File: config.mk
export PLATFORM = sky130hd
export DESIGN_NAME = cpu_fpu_int_to_float
export DESIGN_NICKNAME = d
export VERILOG_FILES = /design/src/rtl/cpu_fpu_int_to_float.sv
export SDC_FILE = /design/constraint.sdc
export NUM_CORES = 1
export LEC_CHECK = 0
export ABC_AREA = 1
export CAP_MARGIN = 20
export CORE_MARGIN = 2
export CORE_UTILIZATION = 40
export DETAILED_ROUTE_END_ITERATION = 16
export HOLD_SLACK_MARGIN = 0.12
export SLEW_MARGIN = 5
export SYNTH_ARGS = -nofsm -noshare
export SYNTH_HDL_FRONTEND = slang
export SYNTH_SLANG_ARGS = --single-unit
File: constraint.sdc
create_clock -name i_clock -period 5.8 [get_ports i_clock]
set_input_delay 0.58 -clock i_clock [delete_from_list [all_inputs] [get_ports i_clock]]
set_output_delay 0.58 -clock i_clock [all_outputs]
set_load 0.05 [all_outputs]
File: src/rtl/cpu_fpu_int_to_float.sv
// -----------------------------------------------------------------------------
// cpu_fpu_int_to_float
//   Multi-cycle integer-to-binary32 converter serving FCVT.S.W (signed) and
//   FCVT.S.WU (unsigned). It shares the level request / ready handshake used by
//   the float-to-int unit behind the FPU dispatcher. Rounding is to nearest,
//   ties to even.
//
//   Flow: IDLE captures sign and magnitude, SPECIAL_CASES short-cuts a zero
//   operand, NORMALISE shifts left one bit per cycle until the MSB is set,
//   ROUND packs the result in one cycle, and PUT_Z presents it until the
//   requester drops i_request.
//
// Ports
//   i_clock    in   1   clock
//   i_reset    in   1   synchronous, active-high reset
//   i_request  in   1   level request, held until o_ready is seen
//   i_op1      in   32  integer operand, sampled in IDLE only
//   i_signed   in   1   1: two's complement operand, 0: unsigned operand
//   o_ready    out  1   result valid (registered)
//   o_result   out  32  binary32 result (registered, holds between operations)
// -----------------------------------------------------------------------------
module cpu_fpu_int_to_float (
  input  logic        i_clock,
  input  logic        i_reset,
  input  logic        i_request,
  input  logic [31:0] i_op1,
  input  logic        i_signed,
  output logic        o_ready,
  output logic [31:0] o_result
);

  localparam int unsigned DATA_W = 32;
  localparam int unsigned EXP_W  = 10;
  localparam int unsigned FRAC_W = 23;
  localparam int unsigned BEXP_W = 8;

  // Unbiased exponent of an operand whose MSB is already in bit 31.
  localparam logic signed [EXP_W-1:0] EXP_START = 10'sd31;
  localparam logic [BEXP_W-1:0]       EXP_BIAS  = 8'd127;

  typedef enum logic [2:0] {
    IDLE,
    SPECIAL_CASES,
    NORMALISE,
    ROUND,
    PUT_Z
  } state_t;

  state_t                   state;
  logic                     sign;
  logic [DATA_W-1:0]        mag;
  logic signed [EXP_W-1:0]  exp;
  logic [DATA_W-1:0]        z;

  // Rounding datapath, only consumed in ROUND.
  logic                     guard_c;
  logic                     sticky_c;
  logic                     round_up_c;
  logic                     carry_c;
  logic [FRAC_W-1:0]        frac_c;
  logic signed [EXP_W-1:0]  exp_rnd_c;
  logic [BEXP_W-1:0]        exp_biased_c;
  logic                     neg_c;

  // Magnitude after normalisation is mag[31:8] (hidden bit in 31), guard in
  // bit 7 and the remaining bits fold into sticky.
  always_comb begin
    guard_c      = mag[7];
    sticky_c     = |mag[6:0];
    round_up_c   = guard_c & (sticky_c | mag[8]);
    // An all-ones mantissa that rounds up wraps to 1.000... with exponent + 1;
    // the fraction field wraps to zero on its own.
    carry_c      = round_up_c & (&mag[31:8]);
    frac_c       = mag[30:8] + FRAC_W'(round_up_c);
    exp_rnd_c    = carry_c ? (exp + 10'sd1) : exp;
    exp_biased_c = BEXP_W'(exp_rnd_c) + EXP_BIAS;
  end

  // Sign of the operand being accepted.
  always_comb begin
    neg_c = i_signed & i_op1[31];
  end

  // Conversion sequencer and registered outputs.
  always_ff @(posedge i_clock) begin
    if (i_reset) begin
      state    <= IDLE;
      sign     <= 1'b0;
      mag      <= '0;
      exp      <= '0;
      z        <= '0;
      o_ready  <= 1'b0;
      o_result <= '0;
    end else begin
      case (state)
        IDLE: begin
          o_ready <= 1'b0;
          if (i_request) begin
            sign  <= neg_c;
            // -0x80000000 wraps to 0x80000000, the correct unsigned magnitude.
            mag   <= neg_c ? (-i_op1) : i_op1;
            exp   <= EXP_START;
            state <= SPECIAL_CASES;
          end
        end

        SPECIAL_CASES: begin
          if (mag == '0) begin
            // Integer zero always converts to +0.0.
            z     <= '0;
            state <= PUT_Z;
          end else begin
            state <= NORMALISE;
          end
        end

        NORMALISE: begin
          if (mag[DATA_W-1]) begin
            state <= ROUND;
          end else begin
            mag <= mag << 1;
            exp <= exp - 10'sd1;
          end
        end

        ROUND: begin
          // Biased exponent peaks at 159, so no overflow or denormal path.
          z     <= {sign, exp_biased_c, frac_c};
          state <= PUT_Z;
        end

        PUT_Z: begin
          o_result <= z;
          if (i_request) begin
            o_ready <= 1'b1;
          end else begin
            // A request dropped before ready is seen aborts without a pulse.
            o_ready <= 1'b0;
            state   <= IDLE;
          end
        end

        default: begin
          o_ready <= 1'b0;
          state   <= IDLE;
        end
      endcase
    end
  end

endmodule

==> run_results.csv, run 1 <==
group,metric,value,unit
run_status,outcome,"complete, no violations",
global_route,antenna_found_initial,0,
cts,htreeDepth,3,
critical_path,cp_max_fo,28,
detailed_routing,wl_met3,611,µm
cells_and_area,fin_nets,995,
detailed_routing,wl_per_cell,13.42,µm
cts,cts_buffers,9,
floorplan,die_w,126.5,µm
global_route,grt_pass1_wl,25.67,mm
detailed_routing,drc_errors,0,
cts,cts_sinks,109,
pwr,max-vdd-ir-drop,136.0,µV
detailed_routing,vias_per_cell,5.133,
pwr,p_leak,2.957,nW
critical_path,required,6.03,ns
detailed_routing,wl_met2,5.935,mm
critical_path,cp_cell_sequence,"inv_1 > nor3_2 > inv_2 > nor2_4 > nor2_1 > inv_1 > nand3_2 > nor2_1 > nand2_1 > nor3_1 > nor3_1",
detailed_routing,totalWireLength,15.33,mm
pwr,power.density,263.4,nW/µm²
place,dp_hpwl,10.92,mm
critical_path,r2r-start,"state[1]$_SDFFE_PP0P_",
cts,cts.clk_slew.worst_paths,0.07,ns
critical_path,crit_arrival,3.11,ns
timing,post-route-period-util,49.61,%
critical_path,endpoint_kind,"flip-flop",
cts,cts_tree,"done",
timing,post-route-min-period,2.878,ns
global_route,grt_pass1_vias,5047,
critical_path,crit_path_max_incr_delay,0.53,ns
floorplan,dieHeight,126.5,µm
global_route,grt_max_degree,62,
timing,fmax,347.5,MHz
critical_path,crit_type,"reg -> reg",
cells_and_area,ff_latch_area,2182,µm²
critical_path,r2r-end,"exp[6]$_SDFFE_PP0P_",
cts,clk_latency,0.35,ns
floorplan,ioPinCount,69,
run,maxCapViolCount,0,
cts,hold_buffers,0,
detailed_routing,drt-met1-wl,8.535,mm
yosys,synthCells,911,
floorplan,die_area,16010,µm²
yosys,avgSynthCellArea,6.592,µm²
detailed_routing,routed.top_layer,"met4",
cells_and_area,layout_common_cells,"141 x nand2_1, 132 x nor2_1, 109 x dfxtp_1",
yosys,synth_warnings,0,
detailed_routing,drt_pass1_iterations,5,
timing,fin_skew,0.007081,ns
yosys,synth-seq-cells,109,
critical_path,worstPathBufferInverterCount,3,
yosys,ys_seq_area_share,36.33,%
floorplan,rows,44,
global_route,grt-ovfl-total,0,
cells_and_area,diodes,0,
worst_hold_path,min_path_cells,2,
timing,slew_violations,0,
critical_path,ff2ff_setup_slack,2.92,ns
yosys,synth_area,6006,µm²
place,gp_congestion,0.8330,
critical_path,worst_path_max_delay_cell,"nor2_4",
timing,finalSetupViolations,0,
worst_hold_path,min_to,"z[19]$_SDFFE_PP0P_",
global_route,grt_usage,19.26,%
yosys,syn-num-nets,953,
worst_hold_path,min_path_type,"reg -> reg",
yosys,ys_types,41,
cells_and_area,utilization,48.69,%
floorplan,coreArea,14590,µm²
detailed_routing,ant_nets,0,
yosys,synth_edf_count,0,
cts,cts_resized,0,
cts,clock_path_buffers,2,
cells_and_area,multi_input_area,3287,µm²
yosys,async_flop_share,0,%
cts,cts_root_buf,"clkbuf_16",
cts,post_cts_buffers,0,
critical_path,crit_family,"simple AND/OR/NAND/NOR gates",
cells_and_area,layout_commonest_cell,"nand2_1",
timing,slew_headroom,30.99,%
timing,hold_violations,0,
worst_hold_path,min-delay-start,"z[19]$_SDFFE_PP0P_",
critical_path,r2r_cells,11,
timing,fin_setup_tns,0,ns
detailed_routing,dr.first_iter.drc_count,500,
timing,worstMarginPinSlew,1.034,ns
detailed_routing,num_vias,5862,
floorplan,start_util,41.17,%
critical_path,path_depth,11,
cells_and_area,area_growth,18.27,%
critical_path,startpoint_type,"flip-flop",
place,port-buffer-count,68,
timing,rsz0062_at_grt,"false",
cells_and_area,drive_above_1_share,6.994,%
cells_and_area,n_fill_cell,1552,
yosys,synth_ff_type,"dfxtp_1",
-- report_power, final --
part | leakage (nW) | internal (mW) | switching, mW
combinational | 1.92 | 0.137 | 0.242
sequential | 0.887 | 0.797 | 0.0628
clock | 0.149 | 0.350 | 0.282
total | 2.96 | 1.28 | 0.587
-- routing by layer --
metal	global-route usage, %	vias to the layer above
li1	-	3113
met1	31.19	2592
met2	26.23	139
met3	2.573	18
met4	5.107	0
met5	0	-
-- metrics by stage --
| step | power [mW] | setup slack, ns | instances | hold slack, ns | instance area [µm²] |
|---|---|---|---|---|---|
| 2_1_floorplan | 1.133 | 3.501 | 911 | 0.4419 | 6006 |
| 3_3_place_gp | 1.249 | 2.855 | 1126 | 0.4663 | 6795 |
| 3_5_place_dp | 1.253 | 2.829 | 1126 | 0.4738 | 6795 |
| 4_1_cts | 1.882 | 2.923 | 1142 | 0.4827 | 7103 |
| 5_1_grt | 1.973 | 2.616 | 1142 | 0.4974 | 7103 |
| 6_report | 1.871 | 2.922 | 1142 | 0.4834 | 7103 |
-- worst reg2reg max path: cells and delay by family (launching register included) --
family / cells / cell delay (ns)
simple gates: 8 / 1.59
flops: 1 / 0.37
buf+inv: 3 / 0.81
-- registers in the layout (all words and copies together), names as in the netlist --
signal and flops:
sign 1, z 32, exp 8, o_result 32, o_ready 1, mag 32
state 3
-- synthesized netlist by cell type, drive strengths merged, types with 3 or more instances --
master  count  share of area, %
a31oi      16               1.7
o21ai      85               7.2
nand3b      9               1.1
o22ai       5              0.52
inv        98               6.1
nor3       17               1.8
nor4        5              0.52
a21oi      83               7.0
or2         7              0.73
ha          6               1.2
clkbuf     32               2.0
nand3      96               8.3
o211ai      6              0.75
a221oi      3              0.44
dfxtp     109                36
nand4      10               1.0
nand2     153                10
nor2      140               9.6
xor2        7               1.1
buf        12              0.90
a21o        4              0.50
-- how the worst max path moves through the flow --
stage	to	from	slack, ns
2_1_floorplan	z[22]$_SDFFE_PP0P_	mag[5]$_SDFFE_PP0P_	3.50
3_3_place_gp	mag[22]$_SDFFE_PP0P_	i_op1[31]	2.85
3_5_place_dp	mag[22]$_SDFFE_PP0P_	i_op1[31]	2.83
4_1_cts	exp[6]$_SDFFE_PP0P_	state[1]$_SDFFE_PP0P_	2.92
5_1_grt	z[22]$_SDFFE_PP0P_	mag[8]$_SDFFE_PP0P_	2.62
6_report	exp[6]$_SDFFE_PP0P_	state[1]$_SDFFE_PP0P_	2.92
-- kinds of logic after synthesis --
logic type / synth area share (%)
simple gates: 33.35
xor+xnor: 1.146
fa+ha+maj: 1.250
buf+inv: 9.021
flops: 36.33
compound gates: 18.90
-- layout make-up --
cell class | instances | share of cell area (%)
timing repair buffer | 75 | 10.25
inverter | 98 | 5.179
multi-input combinational | 660 | 46.27
sequential | 109 | 30.72
clock buffer | 10 | 3.364
clock inverter | 6 | 0.9688
tap | 184 | 3.241
(Power assumes the default switching activity.)
==> run 2: changes to the inputs <==
- clock period: 5.8 -> 2.6 ns (I/O delays scaled with it)
==> run 2 against run 1 <==
Non-clock buffer count rose by 24. Final cell count increased by 2.0%. First-iteration DRC count decreased by 4.4%. Combinational power grew to 2.5 times the previous value. Critical path depth rose by 5. Clock power is 120% higher. Flip-flop and latch count unchanged. Register-to-register slack lost 2.7 ns. Sequential power increased by 120%. Count of clock-buffer cells in the layout fell by 1. Worst setup slack worse by 2.7 ns. Sequential share of layout area is 0.76 points lower. Largest cell class unchanged.
==> run_results.csv, run 2 (synthesis results as in run 1) <==
group,metric,value,unit
detailed_routing,drc_errors,0,
cts,cts_sinks,109,
cells_and_area,layout_common_cells,"141 x nand2_1, 129 x nor2_1, 109 x dfxtp_1",
cells_and_area,drive_above_1_share,9.480,%
global_route,grt_pass1_wl,26.41,mm
cts,htreeDepth,3,
run,maxCapViolCount,0,
timing,post-route-period-util,92.11,%
cts,cts.clk_slew.worst_paths,0.07,ns
detailed_routing,dr.first_iter.drc_count,478,
pwr,p_leak,3.074,nW
cts,clock_path_buffers,2,
global_route,grt_pass1_vias,5331,
cells_and_area,diodes,0,
detailed_routing,wl_per_cell,13.35,µm
detailed_routing,num_vias,5899,
place,port-buffer-count,68,
global_route,grt_max_degree,61,
critical_path,crit_type,"reg -> reg",
pwr,max-vdd-ir-drop,431.6,µV
cts,cts_root_buf,"clkbuf_16",
critical_path,cp_max_fo,4,
place,dp_cells,1150,
timing,slew_headroom,49.31,%
floorplan,die_w,126.5,µm
place,placed_cell_area,6975,µm²
cells_and_area,fin_nets,1019,
detailed_routing,vias_per_cell,5.064,
timing,post-route-min-period,2.395,ns
timing,fmax,417.6,MHz
floorplan,rows,44,
critical_path,required,2.87,ns
cells_and_area,ff_latch_area,2182,µm²
cts,cts_tree,"done",
cts,cts_buffers,9,
global_route,antenna_found_initial,0,
global_route,grt-ovfl-total,0,
timing,hold_violations,0,
floorplan,dieHeight,126.5,µm
worst_hold_path,min_path_type,"reg -> reg",
cells_and_area,multi_input_area,3299,µm²
detailed_routing,totalWireLength,15.55,mm
critical_path,endpoint_kind,"flip-flop",
pwr,power.density,578.0,nW/µm²
place,gp_congestion,0.9206,
critical_path,crit_arrival,2.67,ns
cells_and_area,layout_commonest_cell,"nand2_1",
timing,hold_ws,0.4771,ns
cells_and_area,final_cells,1165,
cts,clk_latency,0.34,ns
global_route,grt_usage,19.67,%
cts,hold_buffers,0,
floorplan,coreArea,14590,µm²
cells_and_area,fin_area,7283,µm²
detailed_routing,ant_nets,0,
cells_and_area,n_fill_cell,1512,
timing,slew_violations,0,
floorplan,die_area,16010,µm²
floorplan,start_util,41.17,%
run_status,outcome,"complete, no violations",
floorplan,ioPinCount,69,
timing,fin_skew,0.005452,ns
detailed_routing,drt_pass1_iterations,5,
cells_and_area,reg_top3,"mag x32, o_result x32, z x32",
critical_path,startpoint_type,"flip-flop",
cells_and_area,area_growth,21.27,%
timing,finalSetupViolations,0,
timing,worstMarginPinSlew,0.7593,ns
pwr,power,4.210,mW
place,dp_hpwl,11.31,mm
[run 2: cell count changes in the layout (fill, tap and decap cells not counted)]
| cell | previous run | this run |
|---|---|---|
| o21ai_0 | 79 | 78 |
| nor2_2 | 4 | 6 |
| buf_4 | 7 | 31 |
| clkbuf_8 | 1 | 0 |
| inv_6 | 2 | 3 |
| clkinvlp_4 | 1 | 0 |
| nor2_1 | 132 | 129 |
| nor2_4 | 3 | 4 |
| o21ai_1 | 4 | 5 |
[run 2: final cells by class]
class / instances / area share [%]
clock inverters: 6 / 0.9620
well taps: 184 / 3.161
inverters: 98 / 5.051
multi-input cells: 660 / 45.30
clock buffers: 9 / 3.092
flip-flops and latches: 109 / 29.96
repair buffers: 99 / 12.47
[run 2: where the power goes]
group	switching, mW	internal [mW]	total [mW]
registers	0.0947	1.78	1.87
clock network	0.633	0.753	1.39
logic	0.597	0.353	0.951
[run 2: path summary, 6_finish.rpt]
kind              slack (ns)                 from                 end  cells after the start
setup reg to reg        0.21  mag[5]$_SDFFE_PP0P_  z[21]$_SDFFE_PP0P_                     16
hold reg to reg         0.48   z[25]$_SDFFE_PP0P_  z[25]$_SDFFE_PP0P_                      2
setup / recovery        0.21  mag[5]$_SDFFE_PP0P_  z[21]$_SDFFE_PP0P_                     16
hold / removal          0.48   z[25]$_SDFFE_PP0P_  z[25]$_SDFFE_PP0P_                      2
[run 2: critical path, cell delays in order, from the launching register on]
cell and delay [ns]:
dfxtp_1 0.33, inv_1 0.05, nand2_1 0.06, nor2_1 0.06
nand3_1 0.09, nand2_1 0.07, inv_1 0.12, ha_1 0.18
nand3_1 0.11, nor2_2 0.17, nand4_1 0.13, buf_4 0.17
nor3_1 0.23, inv_1 0.09, o21ai_0 0.16, nand3_1 0.14
a21oi_1 0.16
[run 2: through the flow]
stage / worst slack (ns) / util [%] / setup TNS, ns
2_1_floorplan: 0.3013 / - / 0
3_3_place_gp: 0.1930 / 47.81 / 0
3_5_place_dp: 0.1293 / 47.81 / 0
4_1_cts: 0.1184 / 49.84 / 0
5_1_grt: -0.01215 / 49.92 / -0.01215
6_report: 0.2051 / 49.92 / 0
[run 2: metal layers]
metal / vias up / track usage (%) / routed length [µm]
li1: 3156 / - / -
met1: 2603 / 31.31 / 8566
met2: 133 / 27.81 / 6275
met3: 7 / 2.657 / 594
met4: 0 / 4.331 / 112
met5: - / 0 / 0
[run 2: what timing repair did]
action,4_1_cts,5_1_grt
buffers inserted,0,0
setup endpoints to repair,0,6
resized for setup,0,5
==> run 3: changes to the inputs <==
- CTS_CLUSTER_SIZE: unset -> 8
==> results of run 3 <==
The final DEF is identical to that of run 2; final timing and power are the same.
